`src/rtl/stump_alu_pkg.sv`:
```
// -----------------------------------------------------------------------------
// stump_alu_pkg
// Shared definitions for the multi-cycle Stump ALU:
//   - function codes (ADD..OR, LDST, BCC, MUL, MULH)
//   - bit positions of the {N,Z,V,C} flag vector
//   - control FSM state encoding
//   - small helpers that classify function codes
// -----------------------------------------------------------------------------
package stump_alu_pkg;

  localparam logic [3:0] ADD  = 4'b0000;
  localparam logic [3:0] ADC  = 4'b0001;
  localparam logic [3:0] SUB  = 4'b0010;
  localparam logic [3:0] SBC  = 4'b0011;
  localparam logic [3:0] AND  = 4'b0100;
  localparam logic [3:0] OR   = 4'b0101;
  localparam logic [3:0] LDST = 4'b0110;  // address add, never writes flags
  localparam logic [3:0] BCC  = 4'b0111;  // address add, never writes flags
  localparam logic [3:0] MUL  = 4'b1000;
  localparam logic [3:0] MULH = 4'b1001;

  localparam int FLAG_N = 3;
  localparam int FLAG_Z = 2;
  localparam int FLAG_V = 1;
  localparam int FLAG_C = 0;

  typedef enum logic [1:0] {
    ST_IDLE = 2'b00,
    ST_MUL  = 2'b01,
    ST_DONE = 2'b10
  } state_t;

  // True for the two multiply function codes.
  function automatic logic is_mul_func(input logic [3:0] f);
    return (f == MUL) || (f == MULH);
  endfunction

  // True for codes whose completion may update the flag register
  // (ADD..OR and the multiplies); LDST/BCC and reserved codes never do.
  function automatic logic flags_writable(input logic [3:0] f);
    return (f <= OR) || is_mul_func(f);
  endfunction

endpackage

```
`src/rtl/stump_alu_comb.sv`:
```
// -----------------------------------------------------------------------------
// stump_alu_comb
// Combinational add/logic unit with {N,Z,V,C} generation. Also used by the
// multiplier as its accumulate adder (driven with func=ADD).
// Ports:
//   i_func    function code (ADD..OR, LDST, BCC; anything else gives 0)
//   i_a, i_b  operands
//   i_cin     carry in for ADC/SBC
//   i_csh     shifter carry, reported as C for AND/OR
//   o_result  WIDTH-bit result
//   o_flags   {N,Z,V,C}; for ADD the C bit is the adder carry out
// -----------------------------------------------------------------------------
module stump_alu_comb
  import stump_alu_pkg::*;
#(
  parameter int WIDTH = 16
) (
  input  logic [3:0]       i_func,
  input  logic [WIDTH-1:0] i_a,
  input  logic [WIDTH-1:0] i_b,
  input  logic             i_cin,
  input  logic             i_csh,
  output logic [WIDTH-1:0] o_result,
  output logic [3:0]       o_flags
);

  logic [WIDTH-1:0] w_b_eff;
  logic             w_cin_eff;
  logic             w_arith;
  logic [WIDTH:0]   w_sum;
  logic [WIDTH-1:0] w_res;
  logic             w_c;
  logic             w_v;

  // Select the effective addend and carry in; subtracts add the inverted B.
  always_comb begin
    w_b_eff   = i_b;
    w_cin_eff = 1'b0;
    w_arith   = 1'b1;
    case (i_func)
      ADD, LDST, BCC: begin
        w_b_eff   = i_b;
        w_cin_eff = 1'b0;
      end
      ADC: w_cin_eff = i_cin;
      SUB: begin
        w_b_eff   = ~i_b;
        w_cin_eff = 1'b1;
      end
      SBC: begin
        w_b_eff   = ~i_b;
        w_cin_eff = i_cin;
      end
      default: w_arith = 1'b0;
    endcase
  end

  // One extra bit so the carry out lands in w_sum[WIDTH].
  assign w_sum = {1'b0, i_a} + {1'b0, w_b_eff} + {{WIDTH{1'b0}}, w_cin_eff};

  // Result, carry and overflow for arithmetic and logic operations.
  always_comb begin
    w_res = {WIDTH{1'b0}};
    w_c   = 1'b0;
    w_v   = 1'b0;
    if (w_arith) begin
      w_res = w_sum[WIDTH-1:0];
      w_c   = w_sum[WIDTH];
      w_v   = (i_a[WIDTH-1] == w_b_eff[WIDTH-1]) &&
              (w_sum[WIDTH-1] != i_a[WIDTH-1]);
    end else begin
      case (i_func)
        AND: begin
          w_res = i_a & i_b;
          w_c   = i_csh;
        end
        OR: begin
          w_res = i_a | i_b;
          w_c   = i_csh;
        end
        default: begin
          w_res = {WIDTH{1'b0}};
          w_c   = 1'b0;
        end
      endcase
    end
  end

  // Drive result and assemble the flag vector.
  always_comb begin
    o_result        = w_res;
    o_flags         = 4'b0000;
    o_flags[FLAG_N] = w_res[WIDTH-1];
    o_flags[FLAG_Z] = (w_res == {WIDTH{1'b0}});
    o_flags[FLAG_V] = w_v;
    o_flags[FLAG_C] = w_c;
  end

endmodule

```
`src/rtl/stump_alu_mc.sv`:
```
// -----------------------------------------------------------------------------
// stump_alu_mc
// Multi-cycle Stump ALU: single-cycle add/logic operations plus an iterative
// shift-and-add multiplier (low or high product half). Result and flags are
// registered; start/busy/done handshake towards the control FSM.
// Ports:
//   clk, rst_n          clock, asynchronous active-low reset
//   start               issue an operation (ignored while busy)
//   func                function code (see stump_alu_pkg)
//   operand_A/B         operands
//   c_in                carry in for ADC/SBC
//   csh                 shifter carry, used as C for AND/OR
//   flag_en             update flags on completion
//   busy                multiply in progress
//   done                one-cycle completion pulse
//   result              registered result, held until next completion
//   flags_out           registered {N,Z,V,C}
// -----------------------------------------------------------------------------
module stump_alu_mc
  import stump_alu_pkg::*;
#(
  parameter int WIDTH  = 16,
  parameter bit MUL_EN = 1'b1
) (
  input  logic             clk,
  input  logic             rst_n,
  input  logic             start,
  input  logic [3:0]       func,
  input  logic [WIDTH-1:0] operand_A,
  input  logic [WIDTH-1:0] operand_B,
  input  logic             c_in,
  input  logic             csh,
  input  logic             flag_en,
  output logic             busy,
  output logic             done,
  output logic [WIDTH-1:0] result,
  output logic [3:0]       flags_out
);

  localparam int            CW       = $clog2(WIDTH + 1);
  // The first multiply step is taken in the issue cycle, so WIDTH-1 remain.
  localparam logic [CW-1:0] CNT_LOAD = CW'(WIDTH - 1);
  localparam logic [CW-1:0] CNT_ONE  = CW'(1);

  state_t             r_state;
  state_t             w_state_nxt;
  logic [2*WIDTH-1:0] r_acc;
  logic [2*WIDTH-1:0] w_acc_nxt;
  logic [CW-1:0]      r_cnt;
  logic [CW-1:0]      w_cnt_nxt;
  logic [WIDTH-1:0]   r_mcand;
  logic               r_mulh;
  logic               r_flag_en;
  logic [WIDTH-1:0]   r_result;
  logic [WIDTH-1:0]   w_result_nxt;
  logic [3:0]         r_flags;
  logic [3:0]         w_flags_nxt;
  logic               r_busy;
  logic               r_done;
  logic               w_done_nxt;

  logic [3:0]         w_eff_func;
  logic               w_mul_issue;
  logic [3:0]         w_cmb_func;
  logic [WIDTH-1:0]   w_cmb_a;
  logic [WIDTH-1:0]   w_cmb_b;
  logic [WIDTH-1:0]   w_cmb_res;
  logic [3:0]         w_cmb_flags;
  logic [WIDTH-1:0]   w_prod_lo;
  logic [WIDTH-1:0]   w_prod_hi;
  logic [3:0]         w_mul_flags;

  // With the multiplier disabled, MUL/MULH behave exactly like ADD.
  assign w_eff_func  = (is_mul_func(func) && !MUL_EN) ? ADD : func;
  assign w_mul_issue = (r_state == ST_IDLE) && start && is_mul_func(w_eff_func);
  assign w_prod_lo   = r_acc[WIDTH-1:0];
  assign w_prod_hi   = r_acc[2*WIDTH-1:WIDTH];

  // Steer the shared adder: normal operation, or one accumulate step.
  always_comb begin
    w_cmb_func = w_eff_func;
    w_cmb_a    = operand_A;
    w_cmb_b    = operand_B;
    if (r_state == ST_MUL) begin
      w_cmb_func = ADD;
      w_cmb_a    = w_prod_hi;
      w_cmb_b    = r_acc[0] ? r_mcand : {WIDTH{1'b0}};
    end else if (w_mul_issue) begin
      // First step straight from the operands: high half is still zero.
      w_cmb_func = ADD;
      w_cmb_a    = {WIDTH{1'b0}};
      w_cmb_b    = operand_B[0] ? operand_A : {WIDTH{1'b0}};
    end else begin
      w_cmb_func = w_eff_func;
      w_cmb_a    = operand_A;
      w_cmb_b    = operand_B;
    end
  end

  stump_alu_comb #(
    .WIDTH    (WIDTH)
  ) u_comb (
    .i_func   (w_cmb_func),
    .i_a      (w_cmb_a),
    .i_b      (w_cmb_b),
    .i_cin    (c_in),
    .i_csh    (csh),
    .o_result (w_cmb_res),
    .o_flags  (w_cmb_flags)
  );

  // Flags reported at multiply completion; V on MUL flags a lost high half.
  always_comb begin
    w_mul_flags = 4'b0000;
    if (r_mulh) begin
      w_mul_flags[FLAG_N] = w_prod_hi[WIDTH-1];
      w_mul_flags[FLAG_Z] = (w_prod_hi == {WIDTH{1'b0}});
      w_mul_flags[FLAG_V] = 1'b0;
    end else begin
      w_mul_flags[FLAG_N] = w_prod_lo[WIDTH-1];
      w_mul_flags[FLAG_Z] = (w_prod_lo == {WIDTH{1'b0}});
      w_mul_flags[FLAG_V] = (w_prod_hi != {WIDTH{1'b0}});
    end
    w_mul_flags[FLAG_C] = 1'b0;
  end

  // Next-state, accumulator, counter and completion logic.
  always_comb begin
    w_state_nxt  = r_state;
    w_acc_nxt    = r_acc;
    w_cnt_nxt    = r_cnt;
    w_result_nxt = r_result;
    w_flags_nxt  = r_flags;
    w_done_nxt   = 1'b0;
    case (r_state)
      ST_IDLE: begin
        if (start) begin
          if (is_mul_func(w_eff_func)) begin
            w_state_nxt = ST_MUL;
            // Shift {carry, sum, multiplier} right by one.
            w_acc_nxt   = {w_cmb_flags[FLAG_C], w_cmb_res, operand_B[WIDTH-1:1]};
            w_cnt_nxt   = CNT_LOAD;
          end else begin
            w_result_nxt = w_cmb_res;
            w_done_nxt   = 1'b1;
            if (flag_en && flags_writable(w_eff_func)) begin
              w_flags_nxt = w_cmb_flags;
            end else begin
              w_flags_nxt = r_flags;
            end
          end
        end else begin
          w_state_nxt = ST_IDLE;
        end
      end
      ST_MUL: begin
        w_acc_nxt = {w_cmb_flags[FLAG_C], w_cmb_res, r_acc[WIDTH-1:1]};
        w_cnt_nxt = r_cnt - CNT_ONE;
        if (r_cnt == CNT_ONE) begin
          w_state_nxt = ST_DONE;
        end else begin
          w_state_nxt = ST_MUL;
        end
      end
      ST_DONE: begin
        w_state_nxt  = ST_IDLE;
        w_done_nxt   = 1'b1;
        w_result_nxt = r_mulh ? w_prod_hi : w_prod_lo;
        if (r_flag_en) begin
          w_flags_nxt = w_mul_flags;
        end else begin
          w_flags_nxt = r_flags;
        end
      end
      default: begin
        w_state_nxt = ST_IDLE;
      end
    endcase
  end

  // FSM state register.
  always_ff @(posedge clk or negedge rst_n) begin
    if (!rst_n) begin
      r_state <= ST_IDLE;
    end else begin
      r_state <= w_state_nxt;
    end
  end

  // Datapath registers, operand capture and registered handshake outputs.
  always_ff @(posedge clk or negedge rst_n) begin
    if (!rst_n) begin
      r_acc     <= {(2*WIDTH){1'b0}};
      r_cnt     <= {CW{1'b0}};
      r_mcand   <= {WIDTH{1'b0}};
      r_mulh    <= 1'b0;
      r_flag_en <= 1'b0;
      r_result  <= {WIDTH{1'b0}};
      r_flags   <= 4'b0000;
      r_busy    <= 1'b0;
      r_done    <= 1'b0;
    end else begin
      r_acc    <= w_acc_nxt;
      r_cnt    <= w_cnt_nxt;
      r_result <= w_result_nxt;
      r_flags  <= w_flags_nxt;
      r_busy   <= (w_state_nxt != ST_IDLE);
      r_done   <= w_done_nxt;
      if (w_mul_issue) begin
        r_mcand   <= operand_A;
        r_mulh    <= (func == MULH);
        r_flag_en <= flag_en;
      end
    end
  end

  assign busy      = r_busy;
  assign done      = r_done;
  assign result    = r_result;
  assign flags_out = r_flags;

endmodule

```
`config.mk`:
```
export PLATFORM = sky130hd
export DESIGN_NAME = stump_alu_mc
export DESIGN_NICKNAME = d
export VERILOG_FILES = /design/src/rtl/stump_alu_pkg.sv /design/src/rtl/stump_alu_comb.sv /design/src/rtl/stump_alu_mc.sv
export SDC_FILE = /design/constraint.sdc
export NUM_CORES = 1
export LEC_CHECK = 0
export ABC_CLOCK_PERIOD_IN_PS = 6100
export CORE_AREA = 2 2 116 118
export DETAILED_ROUTE_END_ITERATION = 16
export DIE_AREA = 0 0 118 120
export GPL_TIMING_DRIVEN = 0
export PLACE_DENSITY = 0.69
export SYNTH_ARGS = -nofsm -noshare
export SYNTH_HDL_FRONTEND = slang
export SYNTH_HIERARCHICAL = 1
export SYNTH_SLANG_ARGS = --single-unit
```
`constraint.sdc`:
```
create_clock -name clk -period 6.1 [get_ports clk]
set_clock_uncertainty 0.15 [all_clocks]
set_input_delay 0.61 -clock clk [delete_from_list [all_inputs] [get_ports clk]]
set_output_delay 0.61 -clock clk [all_outputs]
set_load 0.01 [all_outputs]
```
; Word-level counts from Yosys, hierarchy flattened
; Index checks and enable logic that the tools add are counted.
[totals]
regBits = 79
inputBits = 42
out_inout_bits = 22
elab_cells = 97
[classes]
add_sub_neg = 3
n_lt_le_gt_ge = 1
eq_ne = 19
muxes = 39
bitwise = 3
reduce_logical = 22
[ops]
columns = op, count
row1 = $mux 16, 11
row2 = $mux 32, 2
row3 = $pmux 16 s2, 2
row4 = $pmux 32 s2, 1
row5 = $logic_not 16->1, 3
row6 = $mux 4, 6
row7 = $add 16x16->17, 1
row8 = $add 17x1->17, 1
row9 = $and 16x16->16, 1
row10 = $eq 4x3->1 const B, 4
row11 = $not 16->16, 1
row12 = $or 16x16->16, 1
row13 = $reduce_bool 16->1, 1
row14 = $mux 5, 2
row15 = $pmux 5 s2, 1
row16 = $eq 4x2->1 const B, 2
row17 = $eq 4x4->1 const B, 2
row18 = $pmux 4 s2, 1
row19 = $mux 1, 6
row20 = $mux 2, 3
row21 = $ne 2x2->1 const B, 3
row22 = $reduce_and 3->1, 2
row23 = $reduce_bool 2->1, 3
row24 = $reduce_or 2->1, 3
row25 = 18 further kinds, 24

; Depth between registers and ports, before layout
[logic_depth]
depth_word = 17
depth_mapped = 25
depth_no_buf = 19

; Cells and area by module
; The synthesis kept the hierarchy.
[by_module_without_submodules]
columns = mod, n_inst, cells_per_inst, area_per_inst_um2
row1 = stump_alu_mc, 1, 426, 4209.0
row2 = stump_alu_comb, 1, 200, 1452.6

; Least setup slack after synthesis
; OpenSTA, ideal clock, no wires.
[synth_path]
kind = input to register
from = in func[1]
to = reg r_flags[2] (netlist: flags_out[2])
arrival_time_ns = 6.391
slack_ns = -0.527
stages = 25
path_buffers = 6
cell_sequence = or3b_1 or4b_1 clkbuf_1 clkbuf_1 buf_2 and3_1 clkbuf_1 nor3b_1 clkbuf_1 buf_1 xnor2_1 fa_1 inv_1 fa_1 a21o_1 a211oi_2 o41ai_1 or4_1 or4_1 nor4_2 o2111ai_1 nor4_2 and4b_1 o21ai_0 o211ai_1
[synth_between]
elab_chain_len = 16
[synth_rtl]
columns = item, line
row1 = "start, declared", stump_alu_mc.sv:28  ; input logic [3:0] func,
row2 = $eq 4x4->1, stump_alu_pkg.sv:35  ; return (f == MUL) || (f == MULH);
row3 = $logic_or 1x1->1 *, stump_alu_pkg.sv:35
row4 = $logic_and 1x1->1 *, stump_alu_mc.sv:75  ; assign w_mul_issue = (r_state == ST_IDLE) && start && is_mul_func(w_eff_func);
row5 = $mux 4 *, stump_alu_mc.sv:88  ; end else if (w_mul_issue) begin
row6 = $mux 4 *, stump_alu_mc.sv:84  ; if (r_state == ST_MUL) begin
row7 = net w_cmb_func[3], stump_alu_mc.sv:64  ; logic [3:0] w_cmb_func;
row8 = $eq 4x2->1, stump_alu_comb.sv:40  ; case (i_func)
row9 = $reduce_or 2->1 (no source line), --
row10 = [2 not listed], --
row11 = $add 17x1->17, stump_alu_comb.sv:59  ; assign w_sum = {1'b0, i_a} + {1'b0, w_b_eff} + {{WIDTH{1'b0}}, w_cin_eff};
row12 = $mux 16 *, stump_alu_comb.sv:66  ; if (w_arith) begin
row13 = $logic_not 16->1 *, stump_alu_comb.sv:94  ; o_flags[FLAG_Z] = (w_res == {WIDTH{1'b0}});
row14 = net w_cmb_flags[2], stump_alu_mc.sv:68  ; logic [3:0] w_cmb_flags;
row15 = $mux 4 *, stump_alu_mc.sv:146  ; if (flag_en && flags_writable(w_eff_func)) begin
row16 = $mux 4 *, stump_alu_mc.sv:138  ; if (is_mul_func(w_eff_func)) begin
row17 = $mux 4 *, stump_alu_mc.sv:137  ; if (start) begin
row18 = $pmux 4 s2 *, stump_alu_mc.sv:135  ; case (r_state)
row19 = "end signal, assigned", stump_alu_mc.sv:206  ; r_flags <= w_flags_nxt;
row20 = "end, declared", stump_alu_mc.sv:56  ; logic [3:0] r_flags;
; Mark *: on every way through the listed nets, which the timed path passes. The rest lies on a longest branch. The select of a mux whose other input is x is not followed.
; A chain may end at the register's enable or synchronous reset.

; Final worst setup path
[layout_path]
from = in func[2]
to = reg r_flags[2] (netlist: flags_out[2])
; Same word-level chain as after synthesis.

==> summary.md <==
| Metric | Value |
|---|---|
| Status | complete, no violations |
| Antenna cell count | 0 |
| H-tree levels | 3 |
| Avg Cell Area, Syn | approximately 9.0 sq um |
| CTS Buffer Depth | 2 |
| Die Y | 120 um |
| CP max stage cell | or4b_4 |
| CTS root buffer | clkbuf_16 |
| Routed len/inst | 20.1 um |
| R2r setup slk | roughly 0.40 ns |
| Clk sink count | just under 80 |
| Worst-Skew Late Latency | 0.35 ns |
| Max VDD drop | 0.252 mV |
| CORE AREA | 13,000 sq um |
| Num rows | 42 |
| FILL cells | 1,163 |
| Fmax | 0.170 GHz |
| Drc violations | 0 |
| TritonCTS buffer count | 9 |
| Crit start category | input pin |
| Layout cell share with drive strength beyond 1 | between 10% and 20% |
| Critical path, cell by cell | dlygate4sd2_1 -> or3b_1 -> or4b_4 -> clkbuf_16 -> and3_4 -> clkbuf_16 -> nor3b_2 -> clkbuf_4 -> buf_12 -> buf_4 -> xor2_1 -> ha_1 -> o211ai_1 -> a21oi_1 -> or3_1 -> a32o_1 -> or4_1 -> nor4_2 -> o2111ai_2 -> nor4_4 -> and4b_1 -> o21ai_0 -> o211ai_1 |
| Die area | 14,200 sq um |
| Warnings, synthesis | 6 |
| LEAKAGE | 3.16 nW |
| Die Wd | 118 um |
| Clock slew seen by the registers of the worst setup and hold paths | 0.06 ns |
| Mapped Cells | 626 |
| Pin count of the biggest net entering global routing | 60 |
| Max FO, Critical Path | 9 |
| Ys flop type | dfrtp_1 |
| Top Family by Delay on Critical Path | simple AND/OR/NAND/NOR gates |
| Netlist cell types | 65 |
| Tcrit/Tclk final | 96.6% |
| RSZ-0062 raised after global routing | no |
| Register area share after synthesis | between 30% and 40% |
| Number of I/O pins | 64 |
| Placed cell area | 6550 sq um |
| Starting Density | 43.6% |
| Initial antenna violation count | 0 |
| Seq cells post-synth | 79 |
| Final hold slack | 0.351 ns |
| GPL Wtd Cong | 0.953 |
| Commonest non-fill, non-tap cell in the layout | dfrtp_1 |
| Via count | approximately 5.3k |
| Nets | 769 |
| Pwr/cell area | 619 nW/um^2 |
| Pins Over Slew Limit | 0 |
| Setup CP Type | in -> reg |
| Pin slew with the least headroom to its limit | between 1 and 1.5 ns |
| Total design power | 0.00438 W |
| Max incr delay on CP | 0.54 ns |
| Arr. time, crit path | 6.01 ns |
| Area growth from synthesis to layout | 24.9% |
| Final Util | roughly 54% |
| Max-cap viol count | 0 |
| Syn_nets | 687 |
| Routed Antenna Nets | 0 |
| Hold/Removal Path Class | reg -> reg |
| First-pass GRT wire length | around 28,000 um |
| Port Buffer Count | 63 |
| Post-synth EDFFs | 0 |
| Final setup fails | 0 |
| CTS tree | yes |
| Worst EP required | approximately 6.2 ns |
| Total congestion overflow | 0 |
| Fin area | 7070 sq um |
| Vias per cell | 5.94 |
| Crit path time final | about 6 ns |
| Iter 0 DRT Violations | 456 |
| CP Capture Type | flop |
| Vias in the first global route | slightly above 5k |
| Hpwl dp | 13,800 um |
| Pre-antenna DRT Iters | 5 |
| GRT Overall Usage | about a quarter |
| Async S/R FF share, synth | 100% |
| Relative slew slack | 25.0% |
| Buf/Inv on CP | 6 |
| Drt total wl | around 18,000 um |
| Most frequent cells in the layout | dfrtp_1 (79), nand2_1 (63), clkdlybuf4s50_1 (59) |
| Mapped Area | ~5700 sq um |
| Fin. Hold Viols | 0 |
power by group:
part | internal, W | switching, W | leakage (nW)
sequential | 0.000750 | 0.000191 | 0.989
clock | 0.000328 | 0.000227 | 0.146
combinational | 0.00125 | 0.00163 | 2.02
through the flow:
step | setup TNS [ns] | worst slack, ns | std cells
floorplan | 0 | 0.000600 | 626
finish | 0 | 0.207 | 889
global placement | -14.37 | -1.51 | 865
detailed placement | -14.03 | -1.53 | 866
global route | 0 | 0.00155 | 889
CTS | 0 | 0.0172 | 889
worst paths after layout:
check | startpoint | to | depth (start not counted)
min in group asynchronous | rst_n | result[6] | 2
worst max-delay path | func[2] | flags_out[2] | 23
worst min register to register | r_mcand[1] | r_mcand[1] | 1
worst min-delay path | r_mcand[1] | r_mcand[1] | 1
max in group asynchronous | rst_n | r_acc[4] | 3
worst max register to register | r_state[0] | flags_out[2] | 22
cell usage after synthesis, types with 5 or more instances:
master / n / area share [%]
inv_1: 8 / 0.53
mux2_2: 35 / 7.0
o31ai_1: 19 / 2.5
nor4_1: 8 / 0.88
and2_1: 6 / 0.66
dfrtp_1: 79 / 35
nor3_1: 6 / 0.53
maj3_1: 7 / 1.2
nand3_1: 21 / 1.9
nor2_1: 36 / 2.4
clkbuf_1: 35 / 2.3
nand2b_1: 7 / 0.77
a211oi_1: 5 / 0.66
xnor2_1: 5 / 0.77
buf_1: 5 / 0.33
nand2_1: 63 / 4.2
a21o_1: 7 / 0.93
o21ai_0: 54 / 4.8
xor2_1: 19 / 2.9
a221o_1: 16 / 2.8
a21oi_1: 38 / 3.4
and3_1: 19 / 2.1
mux2i_1: 35 / 6.2
ha_1: 17 / 3.8
cell type report:
cell class | instances | area (sq um) | share of cell area [%]
well taps | 176 | 220 | 3.11
clock inverters | 5 | 56.3 | 0.796
flip-flops and latches | 79 | 1980 | 28.0
multi-input cells | 489 | 3530 | 49.9
inverters | 9 | 35.0 | 0.495
plain buffers | 45 | 272 | 3.84
repair buffers | 75 | 737 | 10.4
clock buffers | 11 | 243 | 3.43
worst reg2reg max path: stages, from the launching register on:
cell,delay [ns]
dfrtp_1,0.36
clkbuf_1,0.22
nand2b_1,0.13
clkbuf_1,0.35
clkbuf_2,0.31
and2_1,0.30
nor3b_2,0.21
clkbuf_4,0.18
buf_12,0.10
buf_4,0.19
xor2_1,0.17
ha_1,0.35
o211ai_1,0.20
a21oi_1,0.11
or3_1,0.38
a32o_1,0.37
or4_1,0.55
nor4_2,0.18
o2111ai_2,0.18
nor4_4,0.25
and4b_1,0.23
o21ai_0,0.07
o211ai_1,0.09
routing by layer:
metal	wire length (um)	GRT usage (%)	part of all wire (%)	up-vias
li1	-	-	-	2473
met1	7900	34.8	44	2575
met2	8430	41.8	47	202
met3	1140	4.47	6.4	30
met4	379	8.06	2.1	0
met5	0	0	0	-
sequential cells by signal, indices dropped and copies added, names as in the netlist:
register	count
r_acc	32
busy	1
r_mcand	16
r_flag_en	1
flags_out	4
r_state	2
result	16
done	1
r_mulh	1
r_cnt	5
timing repair:
item | 4_1_cts | 5_1_grt
hold buffers | 1 | 0
endpoints found under the hold margin | 3 | 0
gates resized for setup | 26 | 10
pin swaps | 15 | 5
buffers inserted | 10 | 0
endpoints found under the setup margin | 21 | 1
kinds of logic after synthesis:
kind of cell | share of synthesized area [%]
compound gates | 20.4
xor+xnor | 3.71
fa+ha+maj | 5.70
buf+inv | 4.53
flops | 34.9
mux | 13.3
simple gates | 17.4
(Power assumes the default switching activity.)
